## src/rtl/fetch_pkg.sv

```systemverilog
// Shared encodings for the fetch-stage PC controller:
// controller states and next-PC mux select codes.
package fetch_pkg;

    typedef enum logic [1:0] {
        BOOT  = 2'd0,
        REQ   = 2'd1,
        HOLD  = 2'd2,
        DRAIN = 2'd3
    } fetch_state_t;

    localparam logic [1:0] SEL_SEQ  = 2'd0;
    localparam logic [1:0] SEL_BR   = 2'd1;
    localparam logic [1:0] SEL_JMP  = 2'd2;
    localparam logic [1:0] SEL_TRAP = 2'd3;

endpackage

```

## src/rtl/fetch_sel_prio.sv

```systemverilog
// Next-PC mux select: priority trap > jump > branch > sequential.
// Purely combinational.
module fetch_sel_prio
    import fetch_pkg::*;
(
    input  logic       br_taken,
    input  logic       jump,
    input  logic       trap,
    output logic [1:0] sel
);

    always_comb begin
        sel = SEL_SEQ;
        priority case (1'b1)
            trap:     sel = SEL_TRAP;
            jump:     sel = SEL_JMP;
            br_taken: sel = SEL_BR;
            default:  sel = SEL_SEQ;
        endcase
    end

endmodule

```

## src/rtl/fetch_pc_unit.sv

```systemverilog
// Fetch-stage PC controller: PC register, imem req/ack handshake, IF/ID slot.
// Optional FETCH_DISCARD_CNT_EN adds a saturating discarded-fetch counter.
module fetch_pc_unit
    import fetch_pkg::*;
#(
    parameter int               WIDTH    = 32,
    parameter logic [WIDTH-1:0] RESET_PC = '0,
    parameter int               INC      = 4
) (
    input  logic             clk,
    input  logic             reset,
    input  logic             stall,
    input  logic             br_taken,
    input  logic             jump,
    input  logic             trap,
    input  logic [WIDTH-1:0] next_pc,
    output logic [1:0]       sel,
    output logic [WIDTH-1:0] pc_inc,
    output logic [WIDTH-1:0] pc,
    output logic             imem_req,
    output logic [WIDTH-1:0] imem_addr,
    input  logic             imem_ack,
    input  logic [WIDTH-1:0] imem_rdata,
    output logic             fetch_valid,
    output logic [WIDTH-1:0] fetch_pc,
    output logic [WIDTH-1:0] fetch_instr
`ifdef FETCH_DISCARD_CNT_EN
    ,
    output logic [15:0]      discard_cnt
`endif
);

    fetch_state_t     state;
    logic [WIDTH-1:0] req_addr;
    logic             redirect;

    fetch_sel_prio u_sel (
        .br_taken (br_taken),
        .jump     (jump),
        .trap     (trap),
        .sel      (sel)
    );

    assign redirect  = trap | jump | br_taken;
    assign pc_inc    = pc + WIDTH'(INC);
    assign imem_req  = (state == REQ) || (state == DRAIN);
    assign imem_addr = req_addr;

    always_ff @(posedge clk) begin
        if (reset) begin
            state       <= BOOT;
            pc          <= RESET_PC;
            req_addr    <= RESET_PC;
            fetch_valid <= 1'b0;
            fetch_pc    <= '0;
            fetch_instr <= '0;
        end else begin
            unique case (state)
                BOOT: state <= REQ;
                REQ: begin
                    if (imem_ack) begin
                        if (redirect) begin
                            pc       <= next_pc;
                            req_addr <= next_pc;
                        end else begin
                            fetch_valid <= 1'b1;
                            fetch_pc    <= req_addr;
                            fetch_instr <= imem_rdata;
                            state       <= HOLD;
                        end
                    end else if (redirect) begin
                        pc    <= next_pc;
                        state <= DRAIN;
                    end
                end
                HOLD: begin
                    if (redirect || !stall) begin
                        fetch_valid <= 1'b0;
                        pc          <= next_pc;
                        req_addr    <= next_pc;
                        state       <= REQ;
                    end
                end
                DRAIN: begin
                    // Old request must complete; retarget to the newest PC.
                    if (redirect) pc <= next_pc;
                    if (imem_ack) begin
                        req_addr <= redirect ? next_pc : pc;
                        state    <= REQ;
                    end
                end
                default: state <= BOOT;
            endcase
        end
    end

`ifdef FETCH_DISCARD_CNT_EN
    logic discard;

    assign discard = (imem_ack && state == REQ && redirect)
                   || (imem_ack && state == DRAIN)
                   || (state == HOLD && redirect);

    always_ff @(posedge clk) begin
        if (reset) begin
            discard_cnt <= '0;
        end else if (discard && discard_cnt != 16'hFFFF) begin
            discard_cnt <= discard_cnt + 16'd1;
        end
    end
`endif

endmodule

```

## config.mk

```make
export PLATFORM = sky130hd
export DESIGN_NAME = fetch_pc_unit
export DESIGN_NICKNAME = d
export VERILOG_FILES = /design/src/rtl/fetch_pkg.sv /design/src/rtl/fetch_sel_prio.sv /design/src/rtl/fetch_pc_unit.sv
export SDC_FILE = /design/constraint.sdc
export NUM_CORES = 1
export LEC_CHECK = 0
export CORE_ASPECT_RATIO = 1.2
export CORE_UTILIZATION = 39
export DETAILED_ROUTE_END_ITERATION = 8
export PLACE_DENSITY_LB_ADDON = 0.2
export SYNTH_ARGS = -nofsm -noshare
export SYNTH_HDL_FRONTEND = slang
export SYNTH_SLANG_ARGS = --single-unit
```

## constraint.sdc

```tcl
create_clock -name clk -period 1.7 [get_ports clk]
set_input_delay 0.34 -clock clk [delete_from_list [all_inputs] [get_ports clk]]
set_output_delay 0.34 -clock clk [all_outputs]
set_load 0.1 [all_outputs]
```

# Word-level counts from Yosys, hierarchy flattened
# Index checks and enable logic that the tools add are counted.
# totals
ff_bits	131
word_cells	53
# classes
n_reduce_logical	13
add_sub_neg	1
muxes	20
n_eq_ne	10
bitwise_logic	3
# ops
operator	n
$mux 32	5
$pmux 32 s3	1
$pmux 32 s2	1
$add 32x3->32 const B	1
$mux 2	7
$ne 2x2->1 const B	5
$pmux 2 s4	1
$reduce_and 4->1	2
$ne 3x3->1 const B	2
$reduce_and 5->1	1
$eq 2x2->1 const B	2
$mux 1	4
$reduce_bool 2->1	2
$reduce_and 3->1	1
$reduce_bool 3->1	1
$eq 2x1->1 const B	1
$logic_not 2->1	1
$logic_or 1x1->1	2
$or 1x1->1	2
$pmux 1 s2	1
$reduce_and 2->1	1
$reduce_or 2->1	1
$logic_not 1->1	1
$not 1->1	1

# Depth between registers and ports, before layout
# Gate-level depths: netlist (run 1).
# logic_depth
word_depth	5
mapped_depth	7

# Cells and area by module
# Synthesis (run 1) repeated with hierarchy kept, for this count alone.
# hier_totals
hier_cells	717
area_unflattened_um2	5531.6
# by_module_without_submodules
module	cells_per_inst	n_inst	area_each_um2	seq_area_each_um2
fetch_pc_unit	714	1	5514.0	2622.5
fetch_sel_prio	3	1	17.5	0.0

# Worst setup path after synthesis (run 1)
# OpenSTA, ideal clock, no wires.
# synth_path
path_kind	reg2out
start	reg pc[10]
end	out pc_inc[31]
arrival_ps	3787
path_buffers	0
slack_ps	-2427
stages_incl_launch_ff	5
cell_sequence	dfxtp_1 -> nand4_1 -> nor4_4 -> nand4_1 -> xnor2_1
# synth_between
elab_chain_cells	1
# synth_rtl
element	line_no	rtl
start, declared	fetch_pc_unit.sv:19	output logic [WIDTH-1:0] pc,
start signal, assigned	fetch_pc_unit.sv:63	pc <= next_pc;
start signal, assigned	fetch_pc_unit.sv:72	pc <= next_pc;
start signal, assigned	fetch_pc_unit.sv:79	pc <= next_pc;
$add 32x3->32	fetch_pc_unit.sv:45	assign pc_inc = pc + WIDTH'(INC);
end, declared	fetch_pc_unit.sv:18	output logic [WIDTH-1:0] pc_inc,
# No other way between the ends.

# Final worst setup path (run 1)
# layout_path
start	reg pc[12]
end	out pc_inc[28]
# The elaborated chain is that of the path after synthesis.

==> out/summary.txt, run 1 <==
Status: complete, but fails checks
Violated checks: negative setup slack
Clock buffer count from CTS: 17
Ports: 235
Die height: 135 um
Simple-gate share of the synthesized area: 26.1%
Initial antenna violation count: 0
Sw Pwr: 3700 uW
Global-route wire length before repair: 33600 um
Clock Sinks: 131
Cell area after synthesis: 5720 um^2
Layout cells sized above 1: 40.6%
Post-synthesis mux area share: 0.350%
H-tree depth: 4
XOR/XNOR share of the synthesized area: 4.29%
Final ANT Viol Nets: 0
Synth area leader: dfxtp_1
Final Worst Setup Slack: -0.811 ns
Max Cap Violations: 0
Diodes inserted: 0
Most used DFF post-synth: dfxtp_1
Gr usage total: 28.7%
Worst-path maximum fanout: 7
Pin count of the biggest net entering global routing: 49
Worst EP required: 1.36 ns
Slowest cell on crit path: dfxtp_4
Vias: 6269
Area fraction of the dominant cell type after synthesis: 45.9%
Clock Path Buffers: 2
Nets@finish: 1062
Sw frac: 35.3%
Flop pwr share: 32.4%
Cell area after layout: 11900 um^2
Total global routing overflow: 0
FMAX: 0.398 GHz
Synth Area in Compound Gates: 17.9%
M2 GR Usage: 53.5%
Clk_skew: 0.0119 ns
RSZ-0062 raised after global routing: true
Largest delay share family, worst path: simple AND/OR/NAND/NOR gates
Site row count: 48
Max_slew headroom: 70.0%
Hold Worst Slack: 0.351 ns
CP cell instances: nand4_1, buf_6, nor4_4, buf_6, nand4_1, xnor2_4, buf_12
Cts hold-fix bufs: 0
Drt wl/cell: 18.4 um
Root Buffer: clkbuf_16
RePlAce Congestion: 0.846
Max stage delay on crit path: 0.34 ns
Clock power share: 34.8%
Largest family of logic cells by synthesized area: simple AND/OR/NAND/NOR gates
Pwr Density: 883 nW/um^2
Clk Latency, worst-skew pair: 0.41 ns
Register bit total from synthesis: 131
Global Route met3 Usage: 5.57%
CP arrival: 2.17 ns
Adder-Cell Fraction of Synth Area: 0.219%
Gate power share: 32.8%
Syn_nets: 780
Post-layout min period: 2.51 ns
Port Buffers: 234
Vias/cell: 5.32
Synthesis Warnings: 0
Int Power: 6790 uW
Placed inst area: 11000 um^2
Synth Instances: 708
Die footprint: 15200 um^2
Worst setup SP type: flop
Setup Viol. Count Final: 28
EDFF count, synth: 0
Busiest grt layer: met2
Period utilization: 148%
Vias in the first global route: 6284
DPL Wire Length: 15700 um
Sequential fraction of the synthesis area: 45.9%
Total Wirelength: 21700 um
Die width: 113 um
HP Class: input port to flop
Post-Syn Area per Cell: 8.08 um^2
CORE AREA: 14400 um^2
Critical path type: flop to output pin
Pleak: 0.00462 uW
Post-synthesis cell type count: 32
Worst slew pin tran: 0.450 ns
Fillers: 793
M1 GR Usage: 31.3%
Area Overhead vs Synth: 108%
Synth area leaders: dfxtp_1 46%, nand2_1 15%, a21oi_1 8.6%
Post-route DRC: 0
Initial DRC count: 486
First drt pass iteration count: 6
Clk pin slew, worst setup/hold paths: 0.06 ns
Max Transition Viols Final: 0
Starting Density: 39.8%
CP endpoint kind: output pin
CP Buf/Inv Count: 3
Peak supply drop: 0.929 mV
Hold Fails Final Rpt: 0
CTS tree: done
Async set or reset register ratio after synthesis: 0%
-- metal layers --
metal | wire (um) | part of all wire (%)
met4 | 872 | 4.0
met5 | 0 | 0
met2 | 11600 | 53
met1 | 7950 | 37
met3 | 1320 | 6.1
-- cell usage in the layout, fill, tap and decap left out, types with 2 or more instances in the layout --
cell	Yosys	layout
nand2b_2	0	2
nand2_1	233	227
and4_1	6	4
clkinv_4	0	3
bufinv_16	0	3
buf_12	0	174
nand3_2	0	6
xor2_4	0	5
clkbuf_16	0	17
clkinv_2	0	5
buf_6	3	14
nor3_1	3	2
dlygate4sd2_1	0	3
a21oi_1	98	98
and4_4	0	2
inv_1	2	2
and3_1	4	4
dfxtp_2	0	10
buf_4	8	65
nand2_2	0	2
dfxtp_4	0	19
nand4_1	7	7
nand3_4	0	7
nand2_4	0	4
dfxtp_1	131	102
nor4_4	2	2
nand2b_1	6	4
clkinvlp_4	0	3
nor2_4	0	2
clkdlybuf4s50_1	0	66
mux2i_1	2	2
xnor2_4	0	23
a311oi_2	32	32
nor2_1	39	37
nand3_1	45	32
-- power groups by stage --
stage / logic (uW) / registers [uW] / clock network [uW]
detailed placement: 3390 / 3460 / 0
global placement: 3350 / 3450 / 0
floorplan: 996 / 4450 / 0
global route: 3530 / 3420 / 3830
finish: 3440 / 3400 / 3650
CTS: 3430 / 3400 / 3690
-- sequential cells by signal (all words and copies together) (netlist names) --
name         count
imem_addr       32
fetch_instr     32
pc              32
fetch_pc        32
state            2
fetch_valid      1
-- cell type report --
cell class / instances / area, um^2 / share of cell area (%)
clock inverter: 14 / 164 / 1.38
timing repair buffer: 322 / 4820 / 40.5
tap: 175 / 219 / 1.84
multi-input combinational: 516 / 3540 / 29.8
inverter: 2 / 7.51 / 0.0632
sequential: 131 / 2710 / 22.8
clock buffer: 18 / 429 / 3.61
-- kinds of logic (layout without fill, tap and decap cells) --
family          count (synthesis)  in the layout
simple gates                  348            348
compound gates                137            137
flops                         131            131
buf+inv                        61            356
xor+xnor                       28             28
mux                             2              2
fa+ha+maj                       1              1
-- path summary, 6_finish.rpt --
kind / startpoint / to / slack [ns] / cells after the start
setup / recovery: pc[12] / pc_inc[28] / -0.81 / 7
hold / removal: reset / fetch_pc[17] / 0.35 / 2
setup reg to reg: state[1] / imem_addr[25] / 0.13 / 4
hold reg to reg: fetch_pc[31] / fetch_pc[31] / 0.49 / 2
-- repair_timing --
item / in CTS / in global routing
gates cloned: 0 / 0
setup endpoints to repair: 86 / 90
gates resized for setup: 46 / 10
buffers inserted: 4 / 6
pin swaps: 17 / 9
-- synthesized netlist by cell type (all sizes together) (3+ instances only) --
master,number
nand2,233
dfxtp,131
a21oi,98
nand3,45
nor2,39
clkbuf,34
a311oi,32
buf,25
xnor2,23
nand4,7
and4,6
nand2b,6
xor2,5
and3,4
nor3,3
-- per-stage QoR --
step / std cells / power, uW / setup WS, ns / utilization, % / TNS (ns)
2_1_floorplan: 708 / 5450 / -1.03 / - / -20.71
3_5_place_dp: 1138 / 6850 / -0.513 / 76.5 / -55.25
3_3_place_gp: 1138 / 6790 / -0.417 / 76.5 / -49.02
6_report: 1178 / 10500 / -0.811 / 82.8 / -17.53
4_1_cts: 1174 / 10500 / -0.816 / 82.3 / -17.12
5_1_grt: 1178 / 10800 / -0.899 / 82.8 / -19.56
(Power assumes the default switching activity.)
==> inputs of run 2 (changes only) <==
--- a/config.mk
+++ b/config.mk
@@ -5,7 +5,6 @@
 export SDC_FILE = /design/constraint.sdc
 export NUM_CORES = 1
 export LEC_CHECK = 0
-export CORE_ASPECT_RATIO = 1.2
 export CORE_UTILIZATION = 39
 export DETAILED_ROUTE_END_ITERATION = 8
 export PLACE_DENSITY_LB_ADDON = 0.2
==> out/summary.txt, run 2 (same netlist as run 1, synthesis figures left out) <==
Status: complete, but fails checks
Violated checks: negative setup slack
FMAX: 0.389 GHz (-2.2%)
Vias in the first global route: 6660 (+6.0%)
Max_slew headroom: 68.4% (-1.6 points)
Critical path type: flop to output pin
Total global routing overflow: 0 (unchanged)
Commonest non-fill, non-tap cell in the layout: nand2_1
Placed inst area: 11000 um^2 (+0.33%)
Worst-path maximum fanout: 7 (unchanged)
Register-to-Register Path Depth: 5 (+1)
Setup Viol. Count Final: 28 (unchanged)
Cts hold-fix bufs: 0 (unchanged)
First drt pass iteration count: 5 (-1)
Global-route wire length before repair: 36400 um (+8.4%)
Die width: 123 um (+9.4%)
Pwr Density: 887 nW/um^2 (+0.44%)
Initial DRC count: 686 (+41%)
CORE AREA: 14100 um^2 (-1.8%)
CP cell instances: nand4_1, buf_4, nor4_4, buf_6, nand4_1, xnor2_4, buf_12
Fillers: 672 (-15%)
Final Worst Setup Slack: -0.868 ns (-0.0569 ns)
Nets@finish: 1072 (+0.94%)
DPL Wire Length: 15700 um (+0.20%)
Pleak: 0.00471 uW (+1.9%)
Area Overhead vs Synth: 111%
Most common cell on crit path: nand4_1
CP arrival: 2.23 ns (+0.06 ns)
Launch point of the worst reg-to-reg path: state[0]
WHS Path Cells: 2 (unchanged)
Hold Fails Final Rpt: 0 (unchanged)
CP endpoint kind: output pin
Reg-to-Reg End: imem_addr[29]
Placed Cells: 1144 (+0.53%)
Die footprint: 15100 um^2 (about the same)
Worst EP required: 1.36 ns (about the same)
H-tree depth: 4 (unchanged)
Clk pin slew, worst setup/hold paths: 0.07 ns (about the same)
Clock buffer count from CTS: 17 (unchanged)
Die height: 123 um (-8.6%)
Site row count: 43 (-10%)
Max Transition Viols Final: 0 (unchanged)
Post-route DRC: 0 (unchanged)
Clk_skew: 0.0222 ns (+0.0103 ns)
Hold path start: reset
Period utilization: 151% (+3.3 points)
Port Buffers: 234 (unchanged)
Clk Latency, worst-skew pair: 0.43 ns (+0.02 ns)
Peak supply drop: 0.815 mV (-12%)
Initial antenna violation count: 0 (unchanged)
RSZ-0062 raised after global routing: true
Clock Sinks: 131 (unchanged)
Worst slew pin tran: 0.474 ns (+0.0239 ns)
Slowest cell on crit path: dfxtp_4
CTS tree: done
Hold Worst Slack: 0.298 ns (-0.0527 ns)
Worst Hold Path EP: state[1]
Clock Path Buffers: 2 (unchanged)
Post-layout min period: 2.57 ns (+0.0569 ns)
Most frequent cells in the layout: 228 x nand2_1, 175 x buf_12, 101 x dfxtp_1
Ports: 235 (unchanged)
Drt wl/cell: 21.0 um (+14%)
Vias/cell: 5.64 (+6.0%)
Root Buffer: clkbuf_16
HP Class: input port to flop
Layout cells sized above 1: 41.6% (+0.98 points)
Gr usage total: 32.1% (+3.3 points)
Max stage delay on crit path: 0.35 ns (about the same)
Starting Density: 40.6% (+0.73 points)
RePlAce Congestion: 0.873 (+3.2%)
Diodes inserted: 0 (unchanged)
R2R Setup Slk: 0.12 ns (about the same)
Total power draw: 10700 uW (+1.8%)
Vias: 6728 (+7.3%)
Final ANT Viol Nets: 0 (unchanged)
Max Cap Violations: 0 (unchanged)
Worst setup SP type: flop
Layout Cells excl Fill: 1193 (+1.3%)
Total Wirelength: 25000 um (+15%)
Post-place setup slack: -0.505 ns (+0.00804 ns)
Pin count of the biggest net entering global routing: 61 (+24%)
Cell area after layout: 12000 um^2 (+1.3%)
[run 2: report_power, final]
| part | switching (uW) | total [uW] | internal, uW |
|---|---|---|---|
| combinational | 2220 | 3510 | 1300 |
| sequential | 198 | 3410 | 3210 |
| clock | 1580 | 3760 | 2180 |
| total | 3990 | 10700 | 6690 |
[run 2: final cells by class]
cell class / instances / area (um^2) / share of cell area (%)
well taps: 180 / 225 / 1.87
multi-input cells: 516 / 3570 / 29.7
inverters: 2 / 7.51 / 0.0624
clock inverters: 14 / 154 / 1.28
flip-flops and latches: 131 / 2710 / 22.5
repair buffers: 332 / 4920 / 40.9
clock buffers: 18 / 450 / 3.74
[run 2: layer usage]
layer  track usage [%]  wire [um]  up-vias
met3              6.83       2040      102
met2              56.1      12700      420
li1                  -          -     2982
met1              37.0       9170     3224
met4              15.7       1100        0
met5                 0          0        -
[run 2: worst max path at each step]
stage	cells after the start	endpoint	startpoint	slack, ns
finish	7	pc_inc[25]	pc[15]	-0.87
global route	7	pc_inc[25]	pc[15]	-0.93
CTS	7	pc_inc[20]	pc[12]	-0.79
detailed placement	6	fetch_pc[23]	jump	-0.50
global placement	7	fetch_instr[24]	jump	-0.41
floorplan	5	pc_inc[31]	pc[4]	-1.03
[run 2: timing repair]
action,in CTS,in global routing
buffers inserted,17,8
setup endpoints to repair,92,49
resized for setup,49,17
pin swaps,21,18
[run 2: critical path, delay by kind of cell, from the launching register on]
family                    cells  cell delay (ns)
DFF                           1             0.35
buffers and inverters         3             0.59
xor gates and xnor gates      1             0.26
and+or+nand+nor               3             0.59
[run 2: through the flow]
stage | utilization, % | TNS (ns)
global placement | 78.1 | -52.67
CTS | 84.6 | -16.57
detailed placement | 78.1 | -60.81
floorplan | - | -20.71
global route | 85.4 | -18.79
finish | 85.4 | -17.42
